--- config.mk ---
export PLATFORM = sky130hd
export DESIGN_NAME = arb_mux_flat
export DESIGN_NICKNAME = d
export VERILOG_FILES = /design/src/rtl/arb_mux_pkg.sv /design/src/rtl/arb_mux_if.sv /design/src/rtl/arb_mux_rr_pick.sv /design/src/rtl/arb_mux.sv /design/src/flat_wrapper.sv
export SDC_FILE = /design/constraint.sdc
export NUM_CORES = 1
export LEC_CHECK = 0
export CAP_MARGIN = 10
export CORE_AREA = 2 2 112 114
export DETAILED_ROUTE_END_ITERATION = 8
export DIE_AREA = 0 0 114 116
export GPL_TIMING_DRIVEN = 0
export PLACE_DENSITY = 0.85
export SLEW_MARGIN = 15
export SYNTH_ARGS = -nofsm -noshare
export SYNTH_HDL_FRONTEND = slang
export SYNTH_SLANG_ARGS = --single-unit
--- constraint.sdc ---
create_clock -name clk -period 6.45 [get_ports clk]
set_clock_uncertainty 0.05 [all_clocks]
set_input_delay 1.29 -clock clk [delete_from_list [all_inputs] [get_ports clk]]
set_output_delay 1.29 -clock clk [all_outputs]
set_load 0.03 [all_outputs]
--- src/rtl/arb_mux_pkg.sv ---
// Shared definitions for the arb_mux slice: select-mode encodings and clog2.
// Latency: n/a (declarations only).
// Backpressure: n/a.
package arb_mux_pkg;

   localparam logic MODE_RR    = 1'b0;   // fair round-robin over in_valid
   localparam logic MODE_FIXED = 1'b1;   // serve only the channel on sel

   // Ceiling log2; used to size select and channel-ID fields.
   function automatic int clog2(input int n);
      int r;
      int v;
      r = 0;
      v = n - 1;
      while (v > 0) begin
         r = r + 1;
         v = v / 2;
      end
      return r;
   endfunction

endpackage

--- src/rtl/arb_mux_if.sv ---
// Producer/consumer bundle for arb_mux: N request channels in, one registered word out.
// Latency: n/a (wires only).
// Backpressure: out_ready from the consumer, in_ready (one-hot or zero) back to producers.
// Ports: in_data/in_valid/in_ready (producer side), mode/sel (selection sideband),
//        out_data/out_chan/out_valid/out_ready (consumer side).
interface arb_mux_if
   import arb_mux_pkg::*;
#(
   parameter int SIZE     = 8,
   parameter int CHANNELS = 16
);
   localparam int SELW = clog2(CHANNELS);

   logic [CHANNELS*SIZE-1:0] in_data;
   logic [CHANNELS-1:0]      in_valid;
   logic [CHANNELS-1:0]      in_ready;
   logic                     mode;
   logic [SELW-1:0]          sel;
   logic [SIZE-1:0]          out_data;
   logic [SELW-1:0]          out_chan;
   logic                     out_valid;
   logic                     out_ready;

   // Environment side: drives requests, sideband and consumer ready.
   modport master (
      output in_data, in_valid, mode, sel, out_ready,
      input  in_ready, out_data, out_chan, out_valid
   );

   // Mux side.
   modport slave (
      input  in_data, in_valid, mode, sel, out_ready,
      output in_ready, out_data, out_chan, out_valid
   );

endinterface

--- src/rtl/arb_mux_rr_pick.sv ---
// Rotate-priority finder: first set req bit searching from ptr+1, wrapping modulo CHANNELS.
// Latency: combinational.
// Backpressure: none (pure function of req and ptr).
// Ports: req (requests), ptr (last served channel), grant (winning index), found (any winner).
module rr_pick #(
   parameter int CHANNELS = 16,
   parameter int SELW     = 4
) (
   input  logic [CHANNELS-1:0] req,
   input  logic [SELW-1:0]     ptr,
   output logic [SELW-1:0]     grant,
   output logic                found
);

   localparam int NP = 1 << SELW;

   // Padding to a power of two lets every SELW-bit index be in range.
   logic [NP-1:0] req_pad;
   assign req_pad = NP'(req);

   always_comb begin
      int          idx;
      logic [SELW-1:0] idx_s;
      grant = '0;
      found = 1'b0;
      idx   = 0;
      idx_s = '0;
      // Walk offsets from farthest to nearest so the nearest request wins last.
      // Offset CHANNELS lands back on ptr itself: a lone requester at ptr is still served.
      for (int i = CHANNELS; i >= 1; i--) begin
         idx = int'(ptr) + i;
         if (idx >= CHANNELS) begin
            idx = idx - CHANNELS;
         end
         idx_s = idx[SELW-1:0];
         if (req_pad[idx_s]) begin
            grant = idx_s;
            found = 1'b1;
         end
      end
   end

endmodule

--- src/rtl/arb_mux.sv ---
// N-channel registered mux with round-robin or fixed-select arbitration.
// Latency: 1 cycle from accept to out_valid; 1 word/cycle with consume and load in the same edge.
// Backpressure: out_valid && !out_ready freezes the output word and drops every in_ready.
// Ports: clk, rst (async, active-high), bus (arb_mux_if.slave: in_data/in_valid/in_ready,
//        mode/sel, out_data/out_chan/out_valid/out_ready).
module arb_mux
   import arb_mux_pkg::*;
#(
   parameter int SIZE     = 8,
   parameter int CHANNELS = 16
) (
   input logic       clk,
   input logic       rst,
   arb_mux_if.slave  bus
);

   localparam int SELW = clog2(CHANNELS);
   localparam int NP   = 1 << SELW;

   logic                ld;
   logic                xfer;
   logic                grant_found;
   logic [SELW-1:0]     grant_idx;
   logic                rr_found;
   logic [SELW-1:0]     rr_grant;
   logic [NP-1:0]       valid_pad;
   logic [SIZE-1:0]     data_arr [NP];
   logic [CHANNELS-1:0] rdy;

   logic                valid_q;
   logic [SIZE-1:0]     data_q;
   logic [SELW-1:0]     chan_q;
   logic [SELW-1:0]     ptr_q;

   // Output register may take a new word when empty or being drained this cycle.
   assign ld = !valid_q || bus.out_ready;

   // Zero padding means an out-of-range sel reads a 0 request and a 0 data word, never X.
   assign valid_pad = NP'(bus.in_valid);

   for (genvar k = 0; k < NP; k++) begin : g_data
      if (k < CHANNELS) begin : g_real
         assign data_arr[k] = bus.in_data[k*SIZE +: SIZE];
      end else begin : g_pad
         assign data_arr[k] = '0;
      end
   end

   rr_pick #(
      .CHANNELS (CHANNELS),
      .SELW     (SELW)
   ) u_pick (
      .req   (bus.in_valid),
      .ptr   (ptr_q),
      .grant (rr_grant),
      .found (rr_found)
   );

   always_comb begin
      grant_idx   = rr_grant;
      grant_found = rr_found;
      if (bus.mode == MODE_FIXED) begin
         grant_idx   = bus.sel;
         grant_found = valid_pad[bus.sel];
      end
   end

   // The granted channel is always valid, so an accept is simply grant && ld.
   assign xfer = grant_found && ld && !rst;

   always_comb begin
      rdy = '0;
      for (int k = 0; k < CHANNELS; k++) begin
         rdy[k] = xfer && (grant_idx == SELW'(k));
      end
   end

   assign bus.in_ready = rdy;

   always_ff @(posedge clk or posedge rst) begin
      if (rst) begin
         valid_q <= 1'b0;
         data_q  <= '0;
         chan_q  <= '0;
         ptr_q   <= SELW'(CHANNELS - 1);   // first round-robin search starts at channel 0
      end else if (ld) begin
         if (grant_found) begin
            valid_q <= 1'b1;
            data_q  <= data_arr[grant_idx];
            chan_q  <= grant_idx;
            ptr_q   <= grant_idx;          // tracked in fixed mode too, so round-robin resumes after it
         end else begin
            valid_q <= 1'b0;
         end
      end
   end

   assign bus.out_valid = valid_q;
   assign bus.out_data  = data_q;
   assign bus.out_chan  = chan_q;

endmodule

--- src/flat_wrapper.sv ---
// flat-port wrapper written by rule: the top's interface ports become plain ports
module arb_mux_flat import arb_mux_pkg::*;
#(
   parameter int SIZE     = 8,
   parameter int CHANNELS = 16
)
  (clk, rst, bus_in_data, bus_in_valid, bus_mode, bus_sel, bus_out_ready, bus_in_ready, bus_out_data, bus_out_chan, bus_out_valid);
  arb_mux_if #(.SIZE(SIZE), .CHANNELS(CHANNELS)) bus_i ();
  input logic clk;
  input logic rst;
  input wire logic [$bits(bus_i.in_data)-1:0] bus_in_data;
  input wire logic [$bits(bus_i.in_valid)-1:0] bus_in_valid;
  input wire logic [$bits(bus_i.mode)-1:0] bus_mode;
  input wire logic [$bits(bus_i.sel)-1:0] bus_sel;
  input wire logic [$bits(bus_i.out_ready)-1:0] bus_out_ready;
  output wire logic [$bits(bus_i.in_ready)-1:0] bus_in_ready;
  output wire logic [$bits(bus_i.out_data)-1:0] bus_out_data;
  output wire logic [$bits(bus_i.out_chan)-1:0] bus_out_chan;
  output wire logic [$bits(bus_i.out_valid)-1:0] bus_out_valid;
  assign bus_i.in_data = bus_in_data;
  assign bus_i.in_valid = bus_in_valid;
  assign bus_i.mode = bus_mode;
  assign bus_i.sel = bus_sel;
  assign bus_i.out_ready = bus_out_ready;
  assign bus_in_ready = bus_i.in_ready;
  assign bus_out_data = bus_i.out_data;
  assign bus_out_chan = bus_i.out_chan;
  assign bus_out_valid = bus_i.out_valid;
  arb_mux #(.SIZE(SIZE), .CHANNELS(CHANNELS)) u_core (.clk(clk), .rst(rst), .bus(bus_i));
endmodule
==> impl_metrics.py <==
metrics = {
    "sta": {
        "setup_viol": 0,
        "tightest_slew_ps": 993,
        "max-slew-margin-rel": 0.335,
        "max_freq_ghz": 0.158,
        "period_minus_slack_ps": 6310,
        "slew_violations": 0,
        "hold_violations": 0,
        "fin_crit_sh": 0.979,
    },
    "run_status": {
        "status": "finished, final reports clean",
    },
    "layout": {
        "fillers": 993,
        "drive_above_1_share": 0.215,
        "layout_common_cells": "160 x clkdlybuf4s50_1, 80 x mux2i_1, 72 x nand2_1",
        "nets": 996,
        "fin_util": 0.647,
        "final_common_cell": "clkdlybuf4s50_1",
        "syn_to_final_growth_pct": 42.0,
        "n_antenna_cell": 0,
    },
    "clock_tree": {
        "cts_tree": "yes",
        "cts_buffers": 3,
        "clk_path_buf_depth": 2,
        "clk_pin_slew_ps": 50,
        "clock_sinks": 17,
        "h-tree-depth": 1,
        "clk-insertion-delay-late_ps": 240,
        "cts_root_buf": "clkbuf_16",
    },
    "route": {
        "ant_nets": 0,
        "wirelength_um": 20800,
        "drtIter0Drc": 573,
        "routedWlPerCell_um": 21.1,
        "firstDrtPassIters": 5,
        "drc": 0,
        "vias_per_cell": 6.46,
        "num_vias": 6349,
    },
    "floorplanning": {
        "die_h_um": 116,
        "initial_utilization": 0.456,
        "ios": 181,
        "die_area_um2": 13200,
        "core-area_um2": 11900,
        "fp.dieW_um": 114,
        "rows": 40,
    },
    "worst_setup_path": {
        "cp.arrival_ps": 4970,
        "worstSetupPathType": "in2out",
        "critPathCaptureType": "output pin",
        "setup.worst_path.start_class": "primary input",
        "cp.required_ps": 5110,
        "worst-path-max-fanout": 19,
    },
    "synth": {
        "yosysSeqAreaShare": 0.0792,
        "synth-async-reset-ratio": 1.00,
        "synthCells": 637,
        "syn_nets": 796,
        "synth-seq-cells": 17,
        "synth_edf_count": 0,
        "ys_warn_count": 0,
        "ys_types": 76,
        "ys.flop_type": "dfrtp_1",
        "syn_area_um2": 5430,
        "synth_area_per_cell_um2": 8.53,
    },
    "place": {
        "hpwl_um": 16400,
        "gp_congestion": 1.02,
        "portBuffers": 179,
    },
    "global_routing": {
        "grt_max_degree": 19,
        "grtUsageTotal": 0.296,
        "grt_overflow": 0,
        "first_global_vias": 5975,
        "antenna_found_initial": 0,
        "grt_pass1_wl_um": 31100,
    },
    "job": {
        "max-cap-violations": 0,
    },
    "worst_hold_path": {
        "hp-class": "reg2reg",
    },
}
per-layer routing:
layer | share of wire | wire length [um] | GRT usage | vias up
li1 | - | - | - | 2904
met1 | 0.39 | 8020 | 0.360 | 3008
met2 | 0.49 | 10200 | 0.531 | 363
met3 | 0.076 | 1570 | 0.0350 | 74
met4 | 0.047 | 971 | 0.120 | 0
met5 | 0 | 0 | 0 | -
final timing paths:
check	from	depth (start not counted)	slack, ps	end
worst max register to register	u_core.ptr_q[1]	18	1050	u_core.bus.out_data[5]
min in group asynchronous	rst	2	1400	u_core.bus.out_data[2]
worst min-delay path	u_core.bus.out_chan[1]	1	420	u_core.bus.out_chan[1]
worst max-delay path	bus_in_valid[15]	13	140	bus_in_ready[15]
max in group asynchronous	rst	2	4510	u_core.bus.out_chan[1]
worst min register to register	u_core.bus.out_chan[1]	1	420	u_core.bus.out_chan[1]
cell families after synthesis:
logic type / after synthesis / share of synthesized area
muxes: 194 / 0.429
DFF: 17 / 0.0792
adders and majority gates: 7 / 0.0161
AOI/OAI and AO/OA: 171 / 0.240
buffers and inverters: 63 / 0.0599
xor gates and xnor gates: 14 / 0.0253
and+or+nand+nor: 171 / 0.150
synth_stat cells (10+ instances only):
library cell | count | area (um^2)
a211oi_1 | 24 | 180
a21oi_1 | 14 | 70.1
a221oi_1 | 12 | 105
buf_2 | 10 | 50.1
clkbuf_1 | 24 | 90.1
dfrtp_1 | 13 | 325
inv_1 | 14 | 52.6
mux2_1 | 19 | 214
mux2_2 | 65 | 732
mux2i_1 | 85 | 851
mux4_2 | 19 | 428
nand2_1 | 73 | 274
nand2b_1 | 13 | 81.3
nor2_1 | 36 | 135
o21ai_0 | 18 | 90.1
o22ai_1 | 31 | 194
state kept, by name, indices dropped and copies added (netlist names):
signal / count
u_core.bus.out_valid: 1
u_core.bus.out_data: 8
u_core.bus.out_chan: 4
u_core.ptr_q: 4
critical path: stages:
cell and delay, ps:
clkdlybuf4s50_1 590, mux2_2 230, o22ai_1 180, nor3_1 540, o211ai_1 300, a2111oi_4 390, a31oi_1 80, a311o_1 370
buf_6 140, buf_6 170, or3_4 400, nor2_1 120, buf_4 170
area by class of cell:
type / instances / area [um^2] / area share
clock buffers: 4 / 78.8 / 0.0102
multi-input cells: 557 / 4810 / 0.623
repair buffers: 196 / 1880 / 0.243
well taps: 147 / 184 / 0.0239
plain buffers: 46 / 273 / 0.0354
flip-flops and latches: 17 / 430 / 0.0558
inverters: 16 / 63.8 / 0.00828
per-stage QoR:
stage / instance area, um^2 / cells / hold slack, ps / setup TNS, ps / setup slack, ps
CTS: 7630 / 975 / 427 / 0 / 2.34
finish: 7710 / 983 / 424 / 0 / 135
detailed placement: 7410 / 963 / 423 / -6790 / -655
global placement: 7410 / 963 / 408 / -6630 / -642
global route: 7710 / 983 / 458 / -66.3 / -65.1
floorplan: 5430 / 637 / 600 / 0 / 426
what timing repair did:
action                                  CTS  global route
buffers inserted                          8             9
cloned                                    0             0
gates resized for setup                  58            31
endpoints found under the setup margin   16            16
pin swaps                                 1             4
hold buffers                              0             0
Power is left out: the tool's default activity adds up to more than one toggle a clock period on the data nets, which glitch-free logic cannot reach.
